<file path="src/rtl/run_watchdog_pkg.sv">
// Shared types and helpers for the run watchdog: FSM state encoding and
// counter sizing. Optional elapsed-tick output is enabled by RUN_WATCHDOG_ELAPSED_EN.
package run_watchdog_pkg;

  typedef enum logic [1:0] {
    IDLE     = 2'd0,
    RUN      = 2'd1,
    EXPIRED  = 2'd2,
    FINISHED = 2'd3
  } wd_state_e;

  localparam int ELAPSED_W = 16;

  // Bits needed to hold every value from 0 up to and including limit.
  function automatic int cnt_width(input int limit);
    return $clog2(limit + 1);
  endfunction

endpackage

</file>
<file path="src/rtl/run_watchdog_tick_gen.sv">
// Prescaler: divides clk down to one tick every CLK_PER_TICK enabled cycles.
// The tick is decoded from the count, so a clear on the wrap cycle still lets it out.
module tick_gen
  import run_watchdog_pkg::*;
#(
  parameter int CLK_PER_TICK = 100000
) (
  input  logic clk,
  input  logic rst,
  input  logic clear,
  input  logic enable,
  output logic tick
);

  localparam int W = cnt_width(CLK_PER_TICK);
  localparam logic [W-1:0] LAST = W'(CLK_PER_TICK - 1);

  logic [W-1:0] count;

  assign tick = enable && (count == LAST);

  always_ff @(posedge clk) begin
    if (rst || clear) begin
      count <= '0;
    end else if (enable) begin
      count <= (count == LAST) ? '0 : count + 1'b1;
    end
  end

endmodule

</file>
<file path="src/rtl/run_watchdog.sv">
// Run watchdog: arms on start, expires after TIMEOUT_TICKS ticks without kick or done.
// Define RUN_WATCHDOG_ELAPSED_EN to add the saturating elapsed-tick output.
module run_watchdog
  import run_watchdog_pkg::*;
#(
  parameter int CLK_PER_TICK  = 100000,
  parameter int TIMEOUT_TICKS = 30,
  parameter int STEP_TICKS    = 1
) (
  input  logic clk,
  input  logic rst,
  input  logic start,
  input  logic kick,
  input  logic done,
  output logic running,
  output logic progress,
  output logic expired,
  output logic finished
`ifdef RUN_WATCHDOG_ELAPSED_EN
  ,
  output logic [ELAPSED_W-1:0] elapsed
`endif
);

  if (CLK_PER_TICK < 1) begin : g_bad_clk_per_tick
    $error("CLK_PER_TICK must be at least 1");
  end
  if (TIMEOUT_TICKS < 1) begin : g_bad_timeout_ticks
    $error("TIMEOUT_TICKS must be at least 1");
  end
  if (STEP_TICKS < 1) begin : g_bad_step_ticks
    $error("STEP_TICKS must be at least 1");
  end

  localparam int TW = cnt_width(TIMEOUT_TICKS);
  localparam int SW = cnt_width(STEP_TICKS);
  localparam logic [TW-1:0] T_LAST = TW'(TIMEOUT_TICKS - 1);
  localparam logic [SW-1:0] S_LAST = SW'(STEP_TICKS - 1);

  wd_state_e     state;
  wd_state_e     next_state;
  logic          tick;
  logic          prescale_clear;
  logic          in_run;
  logic [TW-1:0] tick_cnt;
  logic [SW-1:0] step_cnt;

  assign in_run = (state == RUN);

  tick_gen #(
    .CLK_PER_TICK(CLK_PER_TICK)
  ) u_tick_gen (
    .clk   (clk),
    .rst   (rst),
    .clear (prescale_clear),
    .enable(in_run),
    .tick  (tick)
  );

  // Priority inside RUN: start, then done, then kick, then expiry.
  always_comb begin
    next_state     = state;
    prescale_clear = 1'b0;
    case (state)
      RUN: begin
        if (start) begin
          prescale_clear = 1'b1;
        end else if (done) begin
          next_state = FINISHED;
        end else if (kick) begin
          prescale_clear = 1'b1;
        end else if (tick && (tick_cnt == T_LAST)) begin
          next_state = EXPIRED;
        end
      end
      default: begin
        if (start) begin
          next_state     = RUN;
          prescale_clear = 1'b1;
        end
      end
    endcase
  end

  always_ff @(posedge clk) begin
    if (rst) begin
      state    <= IDLE;
      running  <= 1'b0;
      expired  <= 1'b0;
      finished <= 1'b0;
    end else begin
      state    <= next_state;
      running  <= (next_state == RUN);
      expired  <= (next_state == EXPIRED);
      finished <= (next_state == FINISHED);
    end
  end

  // Kick restarts the timeout window only; the progress cadence keeps counting ticks.
  always_ff @(posedge clk) begin
    if (rst) begin
      tick_cnt <= '0;
      step_cnt <= '0;
      progress <= 1'b0;
    end else begin
      progress <= 1'b0;
      if (start) begin
        tick_cnt <= '0;
        step_cnt <= '0;
      end else if (in_run) begin
        if (kick) begin
          tick_cnt <= '0;
        end else if (tick) begin
          tick_cnt <= tick_cnt + 1'b1;
        end
        if (tick) begin
          if (step_cnt == S_LAST) begin
            step_cnt <= '0;
            progress <= 1'b1;
          end else begin
            step_cnt <= step_cnt + 1'b1;
          end
        end
      end
    end
  end

`ifdef RUN_WATCHDOG_ELAPSED_EN
  always_ff @(posedge clk) begin
    if (rst || start) begin
      elapsed <= '0;
    end else if (in_run && tick && (elapsed != {ELAPSED_W{1'b1}})) begin
      elapsed <= elapsed + 1'b1;
    end
  end
`endif

endmodule
</file>
<file path="config.mk">
export PLATFORM = sky130hd
export DESIGN_NAME = run_watchdog
export DESIGN_NICKNAME = d
export VERILOG_FILES = /design/src/rtl/run_watchdog_pkg.sv /design/src/rtl/run_watchdog_tick_gen.sv /design/src/rtl/run_watchdog.sv
export SDC_FILE = /design/constraint.sdc
export NUM_CORES = 1
export LEC_CHECK = 0
export ABC_AREA = 1
export CAP_MARGIN = 20
export CORE_MARGIN = 5
export CORE_UTILIZATION = 60
export CTS_CLUSTER_SIZE = 10
export DETAILED_ROUTE_END_ITERATION = 6
export PLACE_DENSITY = 0.78
export SETUP_SLACK_MARGIN = 0.05
export SYNTH_ARGS = -nofsm -noshare
export SYNTH_HDL_FRONTEND = slang
export SYNTH_SLANG_ARGS = --single-unit
</file>
<file path="constraint.sdc">
create_clock -name clk -period 2.35 [get_ports clk]
set_clock_uncertainty 0.2 [all_clocks]
set_input_delay 0.47 -clock clk [delete_from_list [all_inputs] [get_ports clk]]
set_output_delay 0.47 -clock clk [all_outputs]
set_load 0.01 [all_outputs]
</file>
==> results of run 1 <==
per-layer routing:
metal | GRT usage | wire length [µm] | share of wire | up-vias
met5 | 0 | 0 | 0 | -
met4 | 0.120 | 104 | 0.033 | 0
met3 | 0.0194 | 103 | 0.033 | 12
met2 | 0.350 | 1620 | 0.52 | 40
met1 | 0.211 | 1280 | 0.41 | 650
li1 | - | - | - | 714
placed cells by master, fill, tap and decap left out:
cell             Yosys  routed
nor2b_1              1       1
o21ai_1              2       2
nand4_1              8       8
nand3_1             16      16
inv_2                3       3
nand2_2              2       2
nor2_2               1       1
nor3_4               2       2
clkdlybuf4s50_1      0       8
xnor2_1              2       2
bufinv_16            0       1
nor2_1              40      40
nor2_8               1       1
dfxtp_1             28      28
inv_1               31      31
a221oi_1             1       1
o21a_1               2       2
nor3_1               5       5
nand2_4              3       3
nor3_2               1       1
xor2_1               5       5
nand2_1             48      48
nand3_2              1       1
a21oi_1             12      12
clkbuf_4             0       3
o21ai_2              1       1
ha_1                 3       3
cells by family (layout without fill, tap and decap cells):
kind of cell	count (synthesis)	after routing	share of synthesized area
XOR/XNOR	7	7	0.0407
buffers and inverters	34	46	0.0847
AO/OA/AOI/OAI	18	18	0.0681
adder cells (fa/ha/maj)	3	3	0.0249
AND/OR/NAND/NOR	129	129	0.409
flip-flops	28	28	0.372
metrics by stage:
stage,area [µm²],hold slack [ns],std cells,util
2_1_floorplan,1510,0.257,219,-
3_3_place_gp,1620,0.275,257,0.668
3_5_place_dp,1620,0.298,257,0.668
4_1_cts,1680,0.320,261,0.689
5_1_grt,1680,0.335,261,0.689
6_report,1680,0.319,261,0.689
layout make-up:
class | count | area (µm²) | area share
Multi-Input combinational cell | 157 | 818 | 0.488
Sequential cell | 28 | 561 | 0.334
Clock inverter | 1 | 30.0 | 0.0179
Clock buffer | 3 | 22.5 | 0.0134
Timing Repair Buffer | 8 | 80.1 | 0.0478
Inverter | 34 | 128 | 0.0761
Tap cell | 30 | 37.5 | 0.0224
final timing paths:
check	depth (start not counted)	endpoint	slack (ns)	startpoint
hold reg to reg	2	u_tick_gen.count[14]$_SDFFE_PP0P_	0.32	u_tick_gen.count[14]$_SDFFE_PP0P_
setup / recovery	7	tick_cnt[1]$_SDFFE_PP0P_	0.47	u_tick_gen.count[1]$_SDFFE_PP0P_
hold / removal	2	u_tick_gen.count[14]$_SDFFE_PP0P_	0.32	u_tick_gen.count[14]$_SDFFE_PP0P_
setup reg to reg	7	tick_cnt[1]$_SDFFE_PP0P_	0.47	u_tick_gen.count[1]$_SDFFE_PP0P_
flip-flops by register name (all words and copies together) (netlist names):
signal and flops:
expired 1, finished 1, progress 1, running 1, state 2, tick_cnt 5
u_tick_gen.count 17
where the power goes:
| part | internal [µW] | total [µW] | switching (µW) |
|---|---|---|---|
| combinational | 24.7 | 67.9 | 43.2 |
| sequential | 481 | 486 | 4.63 |
| clock | 173 | 314 | 141 |
tightest hold or removal path, stage by stage (launching register included):
cell,delay (ns)
dfxtp_1,0.37
nand2_1,0.07
a21oi_1,0.05
==> flow_summary.toml, run 1 <==
[logic_synthesis]
synth.most_common_cell = "nand2_1"
seq_area_frac_synth = 0.372
yosysTopAreaCellShare = 0.372
synth_edf_count = 0
syn_area_um2 = 1510
synth_common_cells = "nand2_1 (48), nor2_1 (40), inv_1 (31)"
synth_ff_type = "dfxtp_1"
ys_top_cells_by_area = "dfxtp_1 (37%), nand2_1 (12%), nor2_1 (10%)"
ys_types = 24
synth_nets = 227
yosysTopAreaCell = "dfxtp_1"
yosysWarnings = 0
ys_ff_latch = 28
ys_async_sr_fraction = 0
syn-instance-count = 219
avgSynthCellArea_um2 = 6.88

[setup_path]
endpoint_kind = "flop"
critPathKind = "reg -> reg"
worstPathMaxFanout = 7
cp_data_required_time_ns = 2.39
cp_slowest_cell = "dfxtp_1"
arrival_ns = 1.92
worstPathCellList = "ha_1 > nand3_1 > nor3_4 > nand2_4 > nand2_4 > nor2_1 > o21a_1"
cp_slowest_stage_delay_ns = 0.39
crit_family = "simple AND/OR/NAND/NOR gates"
crit_buf_inv = 0
cp-start-kind = "flop"
cpMostUsedCell = "nand2_4"

[route]
wire_per_inst_um = 11.9
avgViaCountPerCell = 5.43
routed_wl_um = 3110
postRouteAntennaNets = 0
detailedRoute.firstPassIterationCount = 4
num_vias = 1416
drc = 0
drt_iter0_drc = 82

[sta]
fin_tns_setup_ns = 0
setup_ws_ns = 0.473
slew_headroom = 0.765
final-setup-viol-count = 0
period_needed_ns = 1.88
timing.fmax_mhz = 533
worst_slew_pin_slew_ns = 0.350
report.final.slew_viol_count = 0
min_period_over_period = 0.799
hold_viol = 0
rsz0062_at_grt = "no"

[clock_tree]
clk_latency_ns = 0.33
cts_resized = 0
cts_setup_buffers = 0
clk_pin_slew_worst_paths_ns = 0.15
clockBufferDepth = 2
cts_sinks = 28
cts_tree = "built"
htreeDepth = 1
hold_buffers = 0
numCtsBuffers = 3
root_buffer = "clkbuf_4"

[place]
place_ws_ns = 0.293
gp_congestion = 0.961
port_buffers = 8
hpwl_um = 2520

[die]
initial_core_util = 0.619
row_count = 18
fp.dieArea_um2 = 3610
die_y_um = 60.1
core_area_um2 = 2430
die_w_um = 60.1
io_pins = 9

[global_routing]
grt_pass1_wl_um = 5290
grt_max_degree = 17
grt.overflow.total = 0
grtUsageTotal = 0.193
grt_pass1_vias = 1301
grt_antenna_before_repair = 0

[pwr]
vdd_drop_max_uv = 395
power.density_nw_per_um2 = 518
total_power_uw = 868
p_leak_uw = 0.000692

[min_path]
hp-class = "reg -> reg"

[cells_and_area]
num_antenna_cells = 0
final_nets = 240
drive_gt1_frac = 0.0823
areaGrowthSynthToFinish_pct = 11.3
fill_cells = 217

[outcome]
status = "finished clean"

[job]
drv_cap = 0
Note: power is estimated with default switching activity, not from simulation.
==> run 2: changes to the inputs <==
--- a/config.mk
+++ b/config.mk
@@ -8,10 +8,10 @@
 export ABC_AREA = 1
 export CAP_MARGIN = 20
 export CORE_MARGIN = 5
-export CORE_UTILIZATION = 60
+export CORE_UTILIZATION = 52
 export CTS_CLUSTER_SIZE = 10
 export DETAILED_ROUTE_END_ITERATION = 6
-export PLACE_DENSITY = 0.78
+export PLACE_DENSITY = 0.72
 export SETUP_SLACK_MARGIN = 0.05
 export SYNTH_ARGS = -nofsm -noshare
 export SYNTH_HDL_FRONTEND = slang
==> constraint.sdc (replaced) <==
create_clock -name clk -period 1.6 [get_ports clk]
set_clock_uncertainty 0.2 [all_clocks]
set_input_delay 0.32 -clock clk [delete_from_list [all_inputs] [get_ports clk]]
set_output_delay 0.32 -clock clk [all_outputs]
set_load 0.01 [all_outputs]
==> flow_summary.toml, run 2 (synthesized netlist as in run 1, its figures left out) <==
[sta]
rsz0062_at_grt = "yes"
worst_slew_pin_slew_ns = 0.468
final-setup-viol-count = 0
period_needed_ns = 1.59
slew_headroom = 0.686
fin_tns_setup_ns = 0
hold_viol = 0
min_period_over_period = 0.996
timing.fmax_mhz = 628
report.final.slew_viol_count = 0

[cells_and_area]
final_nets = 264
final_common_cell = "nand2_1"
top_regs = "u_tick_gen.count (17), tick_cnt (5), state (2)"
areaGrowthSynthToFinish_pct = 36.8
top_register = "u_tick_gen.count"
final_cell_mix = "nand2_1 (42), nor2_1 (32), inv_1 (27)"
drive_gt1_frac = 0.345
largest_reg_flops = 17
num_antenna_cells = 0
final_util = 0.747

[clock_tree]
numCtsBuffers = 3
cts_sinks = 28
clockBufferDepth = 2
clk_pin_slew_worst_paths_ns = 0.15
cts_tree = "built"
hold_buffers = 0
htreeDepth = 1
clk_latency_ns = 0.34
root_buffer = "clkbuf_4"

[route]
num_vias = 1530
drt_iter0_drc = 98
drc = 0
avgViaCountPerCell = 5.35
wire_per_inst_um = 13.1
postRouteAntennaNets = 0
routed_wl_um = 3740
detailedRoute.firstPassIterationCount = 4

[setup_path]
cp-start-kind = "flop"
arrival_ns = 1.64
cp_slowest_cell = "dfxtp_4"
endpoint_kind = "flop"
cp_slowest_stage_delay_ns = 0.39
worstPathCellList = "ha_4 > buf_6 > nand2_1 > inv_2 > nand3_4 > nor2_4 > nand2_2 > xor2_1 > nor2_1"
cp_data_required_time_ns = 1.64
critPathKind = "reg -> reg"
reg2reg_depth = 9
worstPathMaxFanout = 3

[min_path]
worstHoldPathCells = 1
hp-class = "reg -> reg"

[pwr]
p_leak_uw = 0.000867
vdd_drop_max_uv = 518
power.density_nw_per_um2 = 590

[place]
gp_congestion = 0.966
hpwl_um = 2770
port_buffers = 8

[global_routing]
grt_pass1_vias = 1504
grt_pass1_wl_um = 6380
grtUsageTotal = 0.189
grt_antenna_before_repair = 0
grt.overflow.total = 0
grt_max_degree = 16

[die]
die_w_um = 63.8
io_pins = 9
fp.dieArea_um2 = 4070
initial_core_util = 0.546
die_y_um = 63.8
row_count = 19
core_area_um2 = 2760

[job]
drv_cap = 0

[outcome]
status = "finished clean"
run 2: cell count changes in the layout (fill, tap and decap cells not counted), sizes merged:
cell	previous run	this run
bufinv	1	0
clkbuf	3	4
clkdlybuf4s50	8	4
dlygate4sd2	0	4
buf	0	24
run 2: final timing paths:
kind                                                       start                                 to  slack (ns)
worst min register to register  u_tick_gen.count[7]$_SDFFE_PP0P_   u_tick_gen.count[7]$_SDFFE_PP0P_        0.30
worst max register to register  u_tick_gen.count[1]$_SDFFE_PP0P_  u_tick_gen.count[10]$_SDFFE_PP0P_       0.006
worst max-delay path            u_tick_gen.count[1]$_SDFFE_PP0P_  u_tick_gen.count[10]$_SDFFE_PP0P_       0.006
worst min-delay path            u_tick_gen.count[7]$_SDFFE_PP0P_   u_tick_gen.count[7]$_SDFFE_PP0P_        0.30
run 2: report_power, final:
| group | total, µW | switching [µW] | internal [µW] | leakage [µW] |
|---|---|---|---|---|
| sequential | 712 | 8.42 | 704 | 0.000234 |
| combinational | 150 | 85.0 | 64.6 | 0.000612 |
| clock | 355 | 215 | 140 | 0.0000210 |
| total | 1220 | 308 | 908 | 0.000867 |
run 2: final cells by class:
cell class / instances / area (µm²)
Timing Repair Buffer: 32 / 267
Inverter: 34 / 130
Sequential cell: 28 / 586
Multi-Input combinational cell: 157 / 1000
Fill cell: 205 / 697
Clock buffer: 4 / 36.3
Tap cell: 31 / 38.8
run 2: routing by layer:
layer | up-vias | routed length (µm) | track usage
li1 | 768 | - | -
met1 | 720 | 1570 | 0.224
met2 | 33 | 1960 | 0.337
met3 | 9 | 126 | 0.0245
met4 | 0 | 89 | 0.0805
met5 | - | 0 | 0
run 2: critical path: cells and delay by family, from the launching register on:
| family | cells | cell delay [ns] |
|---|---|---|
| DFF | 1 | 0.39 |
| xor gates and xnor gates | 1 | 0.17 |
| adders and majority gates | 1 | 0.15 |
| buffers and inverters | 2 | 0.20 |
| and+or+nand+nor | 5 | 0.38 |
run 2: metrics by stage:
stage,setup slack [ns],total power (µW),cells,cell area (µm²),hold WS (ns)
after floorplan,0.0549,794,219,1510,0.257
after global placement,-0.224,849,278,1780,0.286
after detailed placement,-0.308,855,278,1780,0.294
after CTS,-0.0133,1210,284,1940,0.281
after global routing,-0.0864,1270,286,2060,0.326
final,0.00640,1220,286,2060,0.300
run 2: what timing repair did:
| item | 4_1_cts | 5_1_grt |
|---|---|---|
| setup buffers | 2 | 2 |
| resized for setup | 36 | 33 |
| pin swaps | 10 | 16 |
| setup endpoints to repair | 28 | 22 |
==> run 3: changes to the inputs <==
--- a/config.mk
+++ b/config.mk
@@ -11,6 +11,7 @@
 export CORE_UTILIZATION = 52
 export CTS_CLUSTER_SIZE = 10
 export DETAILED_ROUTE_END_ITERATION = 6
+export GPL_TIMING_DRIVEN = 1
 export PLACE_DENSITY = 0.72
 export SETUP_SLACK_MARGIN = 0.05
 export SYNTH_ARGS = -nofsm -noshare
==> results of run 3 <==
Same layout as run 2: the final DEF is identical, and so are final timing and power.
